<file path="src/rtl/inst_loader_pkg.sv">
// inst_loader_pkg: shared address/instruction types and loader state encoding
package inst_loader_pkg;
    typedef logic [31:0] inst_addr_t;
    typedef logic [31:0] inst_t;
    typedef enum logic [2:0] {IDLE, LEN_HI, LEN_LO, DATA, WRITE, CHK, DONE, ERR} loader_state_t;
endpackage

</file>
<file path="src/rtl/inst_loader.sv">
// inst_loader: byte stream -> big-endian words -> inst RAM, holds CPU in reset until loaded; LOADER_CHECKSUM_EN adds a trailing XOR byte
module inst_loader
    import inst_loader_pkg::*;
#(
    parameter int         DEPTH     = 1024,
    parameter inst_addr_t BASE_ADDR = 32'h0,
    parameter int         TIMEOUT   = 50000
) (
    input  logic        clk,
    input  logic        rst,
    input  logic        start,
    input  logic        rx_valid,
    input  logic [7:0]  rx_data,
    output logic        rx_ready,
    output logic        ram_we,
    output inst_addr_t  ram_addr,
    output inst_t       ram_wdata,
    output logic        cpu_rst_o,
    output logic        done,
    output logic        error,
    output logic [15:0] words_loaded
);
    localparam int TW = $clog2(TIMEOUT + 1);
`ifdef LOADER_CHECKSUM_EN
    localparam loader_state_t FIN = CHK;
    logic [7:0] sum;
`else
    localparam loader_state_t FIN = DONE;
`endif
    loader_state_t state, state_n;
    logic [15:0] len;
    logic [15:0] hdr;
    logic [1:0] nbyte;
    logic [TW-1:0] idle;
    logic acc, begin_load, timed_out;
    assign rx_ready   = state inside {LEN_HI, LEN_LO, DATA, CHK};
    assign acc        = rx_valid && rx_ready;
    assign begin_load = start && state inside {IDLE, DONE, ERR};
    assign timed_out  = rx_ready && !acc && idle == TW'(TIMEOUT - 1);
    assign hdr        = {len[15:8], rx_data};
    assign ram_we     = state == WRITE;
    assign done       = state == DONE;
    assign error      = state == ERR;
    assign cpu_rst_o  = state != DONE;
    always_ff @(posedge clk) begin
        if (rst)
            state <= IDLE;
        else
            state <= state_n;
    end
    always_comb begin
        state_n = state;
        case (state)
            IDLE, DONE, ERR: if (begin_load) state_n = LEN_HI;
            LEN_HI:          if (acc) state_n = LEN_LO;
            LEN_LO:          if (acc) state_n = hdr == 16'd0 ? FIN : {16'd0, hdr} > 32'(DEPTH) ? ERR : DATA;
            DATA:            if (acc && nbyte == 2'd3) state_n = WRITE;
            WRITE:           state_n = words_loaded + 16'd1 < len ? DATA : FIN;
`ifdef LOADER_CHECKSUM_EN
            CHK:             if (acc) state_n = rx_data == sum ? DONE : ERR;
`endif
            default:         state_n = IDLE;
        endcase
        if (timed_out)
            state_n = ERR;
    end
    // ram_addr is latched when a word completes so it never runs past the last written word
    always_ff @(posedge clk) begin
        if (rst) begin
            ram_addr     <= BASE_ADDR;
            ram_wdata    <= '0;
            words_loaded <= '0;
            len          <= '0;
            nbyte        <= '0;
            idle         <= '0;
        end else if (begin_load) begin
            words_loaded <= '0;
            nbyte        <= '0;
            idle         <= '0;
        end else begin
            idle <= acc ? '0 : rx_ready ? idle + 1'b1 : idle;
            if (acc && state == LEN_HI)
                len[15:8] <= rx_data;
            if (acc && state == LEN_LO)
                len[7:0] <= rx_data;
            if (acc && state == DATA) begin
                ram_wdata <= {ram_wdata[23:0], rx_data};
                nbyte     <= nbyte + 2'd1;
                if (nbyte == 2'd3)
                    ram_addr <= BASE_ADDR + inst_addr_t'({words_loaded, 2'b00});
            end
            if (state == WRITE)
                words_loaded <= words_loaded + 16'd1;
        end
    end
`ifdef LOADER_CHECKSUM_EN
    always_ff @(posedge clk) begin
        if (rst || begin_load)
            sum <= '0;
        else if (acc && state != CHK)
            sum <= sum ^ rx_data;
    end
`endif
endmodule

</file>
<file path="config.mk">
export PLATFORM = sky130hd
export DESIGN_NAME = inst_loader
export DESIGN_NICKNAME = d
export VERILOG_FILES = /design/src/rtl/inst_loader_pkg.sv /design/src/rtl/inst_loader.sv
export SDC_FILE = /design/constraint.sdc
export NUM_CORES = 1
export LEC_CHECK = 0
export BUFFER_PORTS_ARGS = -buffer_cell sky130_fd_sc_hd__buf_2
export CAP_MARGIN = 20
export CORE_ASPECT_RATIO = 1.4
export CORE_MARGIN = 1
export CORE_UTILIZATION = 35
export CTS_CLUSTER_SIZE = 12
export DETAILED_ROUTE_END_ITERATION = 8
export SLEW_MARGIN = 0
export SYNTH_ARGS = -nofsm -noshare
export SYNTH_HDL_FRONTEND = slang
export SYNTH_SLANG_ARGS = --single-unit
</file>
<file path="constraint.sdc">
create_clock -name clk -period 2.8 [get_ports clk]
set_clock_uncertainty 0.15 [all_clocks]
set_input_delay 0.84 -clock clk [delete_from_list [all_inputs] [get_ports clk]]
set_output_delay 0.84 -clock clk [all_outputs]
set_load 0.005 [all_outputs]
</file>
* Word level (Yosys, flattened, before mapping) *
Index checks and enable logic that the tools add are counted.

word-level totals
  output and inout bits = 85
  latch bits = 0
  memories kept = 0
  logic and storage cells = 58
  bits in registers = 101
  ROM bits = 0
  input port bits = 12
  RAM bits = 0

operators by class
  $mul = 0
  div/mod/pow operators = 0
  bitwise logic cells = 1
  shifts and indexed selects = 0
  $lt $le $gt $ge = 2
  muxes and demuxes = 9
  reduce and logical (&&, ||, !) cells = 21
  $add $sub $neg = 3
  equal/unequal tests = 14

operators by type and width
  kind                   number
  $add 16x1->16 const B  2
  $mux 3                 8
  $eq 16x16->1 const B   1
  $gt 16x11->1 const B   1
  $logic_not 16->1       1
  $lt 16x16->1           1
  $pmux 3 s5             1
  $eq 3x3->1 const B     4
  $ne 3x3->1 const B     4
  $logic_and 1x1->1      8
  $eq 3x2->1 const B     2
  $reduce_and 2->1       3
  $reduce_or 3->1        2
  $reduce_and 4->1       1
  $reduce_bool 4->1      1
  $eq 3x1->1 const B     1
  $logic_not 3->1        1
  $ne 3x2->1 const B     1
  $reduce_and 3->1       1
  $reduce_bool 3->1      1
  $add 2x1->2 const B    1
  $eq 2x2->1 const B     1
  $reduce_or 2->1        1
  $logic_not 1->1        1
  $not 1->1              1

* Logic depth before layout (Yosys ltp) *
  word-level depth = 8
  gate-level depth with buffers = 12
  depth with buffers taken out = 11

* Worst setup path before layout *
Ideal clock, no wire load.

  path kind = register to register
  start = reg words_loaded[6]
  end = reg state[2]
  arrival time = 2.487 ns
  cell stages (with the launch flop) = 13
  data required time = 2.528 ns
  library setup time = 0.122 ns
  setup slack = 0.042 ns
  buffers on the path = 2
  clock period less this slack = 2.758 ns
  cells stage by stage = dfxtp_1 > buf_6 > nand4_2 > or3_1 > buf_6 > nor3_1 > xor2_1 > ha_1 > a21oi_1 > o21ai_0 > a21oi_1 > o211ai_1 > a221o_1

on the way
  longest elaborated chain between the ends = 5

ends and longest elaborated chain
  item                    RTL line           RTL
  start, declared         inst_loader.sv:21  output logic [15:0] words_loaded
  start signal, assigned  inst_loader.sv:93  words_loaded <= words_loaded + 16'd1;
  $add 16x1->16           inst_loader.sv:58  WRITE: state_n = words_loaded + 16'd1 < len ? DATA : FIN;
  $lt 16x16->1            inst_loader.sv:58
  $mux 3                  inst_loader.sv:58
  $pmux 3 s5              inst_loader.sv:53  case (state)
  $mux 3                  inst_loader.sv:64  if (timed_out)
  end signal, assigned    inst_loader.sv:49  state <= state_n;
  end, declared           inst_loader.sv:30  loader_state_t state, state_n;

No other way between the ends.
A chain may end at the register's enable or synchronous reset.

* Worst setup path after layout *
  start = reg words_loaded[8]
  end = reg state[2]

Same word-level chain as after synthesis.

==> flow_summary.json <==
{
  "status": "complete, no violations",
  "p_leak_uw": 0.00232,
  "num_vias": 4193,
  "maxCapViolations": 0,
  "cp-start-kind": "flop",
  "routed_via_density": 4.79,
  "cts.sinks": 101,
  "ctsHtreeMaxLevel": 3,
  "grt_pass1_wl_mm": 19.1,
  "rrSetupSlack_ns": 0.09,
  "worst_slew_pin_slew_ns": 0.688,
  "synth_top_family_by_area": "simple AND/OR/NAND/NOR gates",
  "period_share_pct": 96.7,
  "synth_flop_cell": "dfxtp_1",
  "routed_wl_mm": 11.4,
  "hp-class": "reg -> reg",
  "slew-limit-headroom_pct": 54.1,
  "clockBufferDepth": 2,
  "arrival_ns": 2.79,
  "synthTopCellsByArea": "dfxtp_1, nand2_1, a21oi_1, xnor2_1, nor2_1",
  "hold_viol": 0,
  "critPathMaxFanout": 5,
  "yosysTopAreaCell": "dfxtp_1",
  "yosys.area_share.adder_pct": 4.67,
  "yosys.area_share.simple_pct": 24.8,
  "synth_area_um2": 4820,
  "synth_cell_type_count": 45,
  "timing.rr.start": "words_loaded[8]",
  "fin_setup_tns_ns": 0,
  "port_buffers": 80,
  "slowest_stage": "or3_4",
  "ys_ff_latch": 101,
  "cts_tree": "built",
  "cp.required_ns": 2.88,
  "ctsHoldBuffers": 0,
  "hpwl_mm": 8.35,
  "synthArstFlopShare_pct": 0,
  "synth_common_cells": "nand2_1, dfxtp_1, a21oi_1, nor2_1, nand3_1",
  "p_per_area_nw_per_um2": 543,
  "ir_worst_vdd_uv": 273,
  "hp-start": "ram_addr[10]",
  "synth-edff-count": 0,
  "critPathMostFrequentCell": "buf_4",
  "clkTransAtPathRegs_ns": 0.08,
  "slowest_delay_ns": 0.41,
  "hold_path_depth": 2,
  "final_util_pct": 43.3,
  "coreArea_um2": 13400,
  "syn_avg_cell_area_um2": 7.97,
  "diodes": 0,
  "yosysSeqAreaShare_pct": 41.9,
  "min_period_ns": 2.71,
  "max_freq_ghz": 0.369,
  "grt_overflow": 0,
  "synth-xor-area-share_pct": 8.36,
  "whs_endpoint": "ram_addr[10]",
  "timing.rr.end": "state[2]",
  "setup_viol": 0,
  "start_util_pct": 36.0,
  "cp_cell_sequence": "nand4_4 > or3_4 > buf_4 > nor2_1 > xor2_1 > ha_1 > buf_4 > a211oi_2 > o211ai_1 > a221o_1",
  "synth.area.mux_share_pct": 2.10,
  "dieHeight_um": 141,
  "numCtsBuffers": 9,
  "io_pins": 97,
  "drive_above_1_share_pct": 21.1,
  "ant_nets": 0,
  "grt_max_degree": 55,
  "drcViolationCount": 0,
  "dr.first_iter.drc_count": 140,
  "ys_warn_count": 0,
  "fp.dieArea_um2": 14300,
  "dieWidth_um": 101,
  "insertion_delay_ns": 0.34,
  "place_area_um2": 5430,
  "synth_cells": 605,
  "maxSlewViolCount": 0,
  "rr_worst_depth": 10,
  "yosysMostFrequentCell": "nand2_1",
  "end_kind": "flop",
  "root_buffer": "clkbuf_16",
  "antenna_found_initial": 0,
  "crit_type": "reg -> reg",
  "synth_top_area_share_pct": 41.9,
  "grt_usage_pct": 16.8,
  "avgRoutedWirePerCell_um": 13.0,
  "fill_cells": 1405,
  "stdcell_area_um2": 5790,
  "area_delta_synth_final_pct": 20.2,
  "gp_congestion": 0.829,
  "rows": 50,
  "dr.pass1.iters": 4,
  "synth-compound-area-share_pct": 9.86,
  "fin_nets": 718,
  "grt_pass1_vias": 3967
}
==> worst max path at each step <==
stage | from | endpoint | slack (ns) | depth (start not counted)
after floorplan | words_loaded[6] | state[2] | 0.04 | 12
after global placement | words_loaded[8] | state[2] | 0.13 | 11
after detailed placement | words_loaded[8] | state[2] | 0.03 | 11
after CTS | words_loaded[8] | state[2] | 0.009 | 11
after global routing | words_loaded[0] | state[2] | -0.04 | 12
final | words_loaded[8] | state[2] | 0.09 | 10
==> worst max-delay path: cells and delay by family (launching register included) <==
family                     cells  cell delay (ns)
AOI/OAI and AO/OA              3             0.69
xor gates and xnor gates       1             0.17
adders and majority gates      1             0.26
buffers and inverters          2             0.31
DFF                            1             0.36
and+or+nand+nor                3             0.65
==> placed cells by master (no fill, tap or decap), types with 2 or more instances in the layout <==
cell type | Yosys | final
nand2_1 | 123 | 123
dfxtp_1 | 101 | 98
buf_2 | 5 | 80
a21oi_1 | 65 | 64
nor2_1 | 62 | 60
nand3_1 | 35 | 35
xnor2_1 | 30 | 30
buf_4 | 20 | 29
inv_1 | 21 | 21
ha_1 | 18 | 18
xor2_1 | 16 | 16
conb_1 | 1 | 16
mux2i_1 | 9 | 9
nor4_1 | 9 | 9
clkbuf_16 | 0 | 9
nand4_1 | 8 | 8
nor3_1 | 10 | 8
o21ai_0 | 4 | 4
nor2_2 | 2 | 3
and3_1 | 3 | 3
nand2b_1 | 3 | 3
o2111ai_1 | 3 | 3
o211ai_1 | 3 | 3
inv_8 | 0 | 3
dfxtp_2 | 0 | 3
nor2b_1 | 2 | 2
or2_2 | 2 | 2
or3_1 | 3 | 2
a21o_1 | 2 | 2
clkinv_8 | 0 | 2
==> layer usage <==
layer / global-route usage [%] / vias up / share of wire, % / wire, µm
met1: 21.0 / 1941 / 45 / 5170
met2: 28.8 / 98 / 49 / 5580
met3: 3.27 / 12 / 3.9 / 443
li1: - / 2142 / - / -
met5: 0 / - / 0 / 0
met4: 5.42 / 0 / 1.4 / 164
==> power breakdown <==
group,switching [µW],internal (µW)
Clock,620,643
Combinational,228,138
Sequential,47.1,1470
Total,895,2250
==> logic make-up after synthesis <==
logic type      count (synthesis)
simple gates                  269
xor+xnor                       46
other cells                     1
fa+ha+maj                      18
mux                            10
compound gates                 85
buf+inv                        75
flops                         101
==> layout make-up <==
type / instances / area (µm²) / area share, %
well taps: 182 / 228 / 3.93
clock inverters: 7 / 83.8 / 1.45
flip-flops and latches: 101 / 2030 / 35.0
repair buffers: 110 / 638 / 11.0
multi-input cells: 444 / 2510 / 43.3
inverters: 22 / 82.6 / 1.43
clock buffers: 9 / 225 / 3.89
==> state kept, by name, indices dropped and copies added, names as in the netlist <==
| signal | count |
|---|---|
| ram_wdata | 32 |
| idle | 16 |
| len | 16 |
| ram_addr | 16 |
| words_loaded | 16 |
| state | 3 |
| nbyte | 2 |
==> metrics by stage <==
step           hold slack (ns)  std cells  worst slack (ns)  total power (µW)
2_1_floorplan            0.286        620            0.0415              1840
3_3_place_gp             0.288        858             0.128              1910
3_5_place_dp             0.295        858            0.0349              1920
4_1_cts                  0.305        874           0.00862              3190
5_1_grt                  0.324        875           -0.0446              3310
6_report                 0.303        875            0.0924              3150
==> repair_timing <==
action | CTS | global route
endpoints found under the setup margin | 0 | 2
gates resized for setup | 0 | 11
setup buffers | 0 | 1
endpoints found under the hold margin | 0 | 0
Power figures use the tool's default switching activity.
